<file path="src/rtl/nibble_exec_unit.sv">
// Decode/execute stage of the 4-bit nibble processor: fetch/exec/halt sequencing,
// accumulator and flags, output port latch, and PC control for the upstream stage.
module nibble_exec_unit (
    input  logic        CLK,
    input  logic        RESET,
    input  logic [3:0]  INS,
    input  logic [3:0]  OPRN,
    input  logic [3:0]  DIN,
    output logic        ENF,
    output logic        ENC,
    output logic        NBL,
    output logic [11:0] LOADC,
    output logic        PHASE,
    output logic [3:0]  ACCU,
    output logic        C,
    output logic        Z,
    output logic [3:0]  DOUT,
    output logic        OSTB,
    output logic        HALTED
);

    localparam int unsigned NW = 4;

    localparam logic [NW-1:0] OP_LIT = 4'h1;
    localparam logic [NW-1:0] OP_ADD = 4'h2;
    localparam logic [NW-1:0] OP_SUB = 4'h3;
    localparam logic [NW-1:0] OP_AND = 4'h4;
    localparam logic [NW-1:0] OP_OR  = 4'h5;
    localparam logic [NW-1:0] OP_XOR = 4'h6;
    localparam logic [NW-1:0] OP_CMP = 4'h7;
    localparam logic [NW-1:0] OP_IN  = 4'h8;
    localparam logic [NW-1:0] OP_OUT = 4'h9;
    localparam logic [NW-1:0] OP_JC  = 4'hA;
    localparam logic [NW-1:0] OP_JZ  = 4'hB;
    localparam logic [NW-1:0] OP_JMP = 4'hC;
    localparam logic [NW-1:0] OP_HLT = 4'hF;

    typedef enum logic [1:0] {
        S_FETCH = 2'd0,
        S_EXEC  = 2'd1,
        S_HALT  = 2'd2
    } state_t;

    state_t        state, state_nxt;
    logic [NW-1:0] acc_nxt, dout_nxt;
    logic          c_nxt, z_nxt, taken;
    logic [NW:0]   sum, diff;

    // 5-bit forms give carry (sum) and borrow (diff) in the top bit
    assign sum   = {1'b0, ACCU} + {1'b0, OPRN};
    assign diff  = {1'b0, ACCU} - {1'b0, OPRN};
    assign LOADC = {4'b0000, ACCU, OPRN};
    assign PHASE = (state != S_FETCH);
    assign HALTED = (state == S_HALT);

    always_ff @(posedge CLK or posedge RESET) begin
        if (RESET) state <= S_FETCH;
        else       state <= state_nxt;
    end

    always_comb begin
        state_nxt = state;
        ENF       = 1'b0;
        ENC       = 1'b0;
        NBL       = 1'b0;
        OSTB      = 1'b0;
        taken     = 1'b0;
        acc_nxt   = ACCU;
        c_nxt     = C;
        z_nxt     = Z;
        dout_nxt  = DOUT;
        case (state)
            S_FETCH: begin
                ENF       = 1'b1;
                state_nxt = S_EXEC;
            end
            S_EXEC: begin
                state_nxt = (INS == OP_HLT) ? S_HALT : S_FETCH;
                case (INS)
                    OP_LIT: begin acc_nxt = OPRN;              z_nxt = (OPRN == 4'h0); end
                    OP_ADD: begin acc_nxt = sum[NW-1:0];       c_nxt = sum[NW];
                                  z_nxt = (sum[NW-1:0] == 4'h0); end
                    OP_SUB: begin acc_nxt = diff[NW-1:0];      c_nxt = diff[NW];
                                  z_nxt = (diff[NW-1:0] == 4'h0); end
                    OP_AND: begin acc_nxt = ACCU & OPRN;       z_nxt = ((ACCU & OPRN) == 4'h0); end
                    OP_OR:  begin acc_nxt = ACCU | OPRN;       z_nxt = ((ACCU | OPRN) == 4'h0); end
                    OP_XOR: begin acc_nxt = ACCU ^ OPRN;       z_nxt = ((ACCU ^ OPRN) == 4'h0); end
                    OP_CMP: begin c_nxt = diff[NW];            z_nxt = (diff[NW-1:0] == 4'h0); end
                    OP_IN:  begin acc_nxt = DIN;               z_nxt = (DIN == 4'h0); end
                    OP_OUT: begin dout_nxt = ACCU;             OSTB = 1'b1; end
                    OP_JC:  taken = C;
                    OP_JZ:  taken = Z;
                    OP_JMP: taken = 1'b1;
                    default: ;
                endcase
                NBL = taken;
                ENC = ~taken;
            end
            S_HALT: ;
            default: state_nxt = S_FETCH;
        endcase
    end

    // Next-state values equal current ones outside EXEC, so HALT freezes everything
    always_ff @(posedge CLK or posedge RESET) begin
        if (RESET) begin
            ACCU <= 4'h0;
            C    <= 1'b0;
            Z    <= 1'b0;
            DOUT <= 4'h0;
        end else begin
            ACCU <= acc_nxt;
            C    <= c_nxt;
            Z    <= z_nxt;
            DOUT <= dout_nxt;
        end
    end

endmodule

</file>
<file path="config.mk">
export PLATFORM = sky130hd
export DESIGN_NAME = nibble_exec_unit
export DESIGN_NICKNAME = d
export VERILOG_FILES = /design/src/rtl/nibble_exec_unit.sv
export SDC_FILE = /design/constraint.sdc
export NUM_CORES = 1
export LEC_CHECK = 0
export CORE_MARGIN = 3
export CORE_UTILIZATION = 54
export CTS_BUF_LIST = sky130_fd_sc_hd__clkbuf_8
export CTS_CLUSTER_DIAMETER = 60
export CTS_CLUSTER_SIZE = 40
export DETAILED_ROUTE_END_ITERATION = 8
export GPL_ROUTABILITY_DRIVEN = 0
export PLACE_DENSITY = 0.89
export SLEW_MARGIN = 20
export SYNTH_ARGS = -nofsm -noshare
export SYNTH_HDL_FRONTEND = slang
export SYNTH_SLANG_ARGS = --single-unit
</file>
<file path="constraint.sdc">
create_clock -name CLK -period 4.5 [get_ports CLK]
set_input_delay 0.675 -clock CLK [delete_from_list [all_inputs] [get_ports CLK]]
set_output_delay 0.675 -clock CLK [all_outputs]
set_load 0.1 [all_outputs]
</file>
==> results.cfg <==
[final_layout]
drive_gt1_share_pct = 9.22
regArea_sq_um = 300
antenna_cells = 0
multiInputGateArea_sq_um = 992
nets = 235
area_growth_pct = 20.7
fillers = 195

[critical_path]
path_cells = clkdlybuf4s50_1, nor3b_1, and3_1, buf_4
required_ns = 3.83
worstPathArrival_ns = 2.75
crit_path_start_kind = input pin
cp_slowest_cell = clkdlybuf4s50_1
path_max_fanout = 22
crit_type = in2out
crit_family = buffers and inverters
cp_slowest_stage_delay_ns = 0.81
end_kind = output port
path_buf_inv = 2

[timing]
period_minus_slack_ns = 3.42
finClkSkew_ns = 0.000542
period_share_pct = 76.1
hold_violations = 0
setup_violations = 0
max_freq_ghz = 0.292
maxSlewViolCount = 0
rsz0062_at_grt = no
relSlewSlack_pct = 32.2
tns_ns = 0
worstMarginPinSlew_ns = 1.01

[clock_network]
cts_tree = done
postCtsHoldBufs = 0
clk_latency_ns = 0.24
cts_resized = 0
cts_root_buf = clkbuf_8
clock-sinks = 12
cts_setup_buffers = 0
clk_pin_slew_ns = 0.05
cts_max_level = 1
cts_buffer_depth = 2
cts_made_buffers = 3

[placement]
portBuffers = 37
place_hpwl_um = 2970

[floorplanning]
die_area_sq_um = 3470
start_util_pct = 58.8
pin_count = 42
fp-row-count = 18
die_w_um = 58.9
die_y_um = 58.9
coreArea_sq_um = 2570

[logic_synthesis]
ys_types = 56
async_flop_share_pct = 100
synth_common_cells = 17 x inv_1, 15 x nor2_1, 14 x buf_4, 12 x dfrtp_1, 12 x ha_1
netlist_instances = 184
ys_seq_area_share_pct = 19.9
synth.most_common_cell = inv_1
yosys.area.top_type = dfrtp_1
ys.warnings.count = 0
syn_area_sq_um = 1510
avgSynthCellArea_sq_um = 8.21
ys_ff_latch = 12
ys_top_cells_by_area = dfrtp_1 20%, ha_1 9.9%, buf_4 7.0%, inv_1 4.2%, mux2_2 3.7%
synth_edf_count = 0
synth_ff_type = dfrtp_1
synth_top_area_share_pct = 19.9

[detailed_routing]
dr.pass1.iters = 5
via_count = 1477
wirelength_um = 3970
wl_per_cell_um = 16.8
drt_iter0_drc = 120
viasPerCell = 6.26
drcViolationCount = 0
postRouteAntennaNets = 0

[global_route]
grt_max_degree = 25
antenna_found_initial = 0
grt_overflow = 0
grt_pass1_vias = 1376
grt.total_usage_pct = 23.7
grt_pass1_wl_um = 6390

[worst_hold_path]
hp-class = reg2reg

[outcome]
status = completed

[run]
maxCapViolCount = 0
## worst reg2reg max path: cells and delay by family, from the launching register on
family	cells	cell delay [ns]
AOI/OAI and AO/OA	4	0.68
adders and majority gates	2	0.74
buffers and inverters	2	0.17
DFF	1	0.45
## cell usage in the layout, fill, tap and decap left out, types with 4 or more instances in the layout
cell / count
nor3_1: 4
inv_1: 17
clkbuf_8: 4
mux2_2: 5
dfrtp_1: 12
nand2_1: 10
o21ai_0: 7
clkdlybuf4s50_1: 34
ha_1: 12
a21oi_1: 9
nor2_1: 15
conb_1: 4
buf_4: 4
nor2b_1: 5
## kinds of logic after synthesis
logic type | after synthesis | synth area share [%]
adders and majority gates | 14 | 12.6
and+or+nand+nor | 55 | 19.5
AOI/OAI and AO/OA | 49 | 24.6
buffers and inverters | 41 | 15.2
other | 1 | 0.248
muxes | 8 | 5.72
xor gates and xnor gates | 4 | 2.32
DFF | 12 | 19.9
## layout make-up
cell class,count,share of cell area [%]
Inverter,18,3.71
Tap cell,30,2.06
Multi-Input combinational cell,134,54.4
Timing Repair Buffer,38,20.3
Clock buffer,4,3.02
Sequential cell,12,16.5
## metrics by stage
step	util [%]	cell area [sq um]	cells	hold slack (ns)	worst slack [ns]
detailed placement	68.9	1770	232	0.461	1.10
floorplan	-	1520	187	0.433	1.22
global route	71.0	1820	236	0.493	0.952
CTS	71.0	1820	236	0.466	1.11
finish	71.0	1820	236	0.471	1.08
global placement	68.9	1770	232	0.447	1.22
## registers in the layout (all words and copies together) (netlist names)
name,count
state,2
Z,1
C,1
DOUT,4
ACCU,4
## path summary, 6_finish.rpt
kind / startpoint / end / slack [ns] / cells after the start
setup reg to reg: ACCU[0] / ACCU[1] / 2.33 / 8
min in group asynchronous: RESET / C / 0.73 / 2
hold reg to reg: state[1] / state[0] / 0.47 / 1
hold / removal: state[1] / state[0] / 0.47 / 1
setup / recovery: INS[1] / OSTB / 1.08 / 4
max in group asynchronous: RESET / ACCU[0] / 3.46 / 2
## metal layers
layer | wire length [um] | part of all wire [%] | vias up | global-route usage, %
li1 | - | - | 678 | -
met1 | 1620 | 41 | 665 | 33.7
met2 | 1770 | 45 | 108 | 35.8
met3 | 419 | 11 | 26 | 3.95
met4 | 155 | 3.9 | 0 | 8.74
met5 | 0 | 0 | - | 0
Power is left out: the tool's default activity adds up to more than one toggle a clock period on the data nets, which glitch-free logic cannot reach.
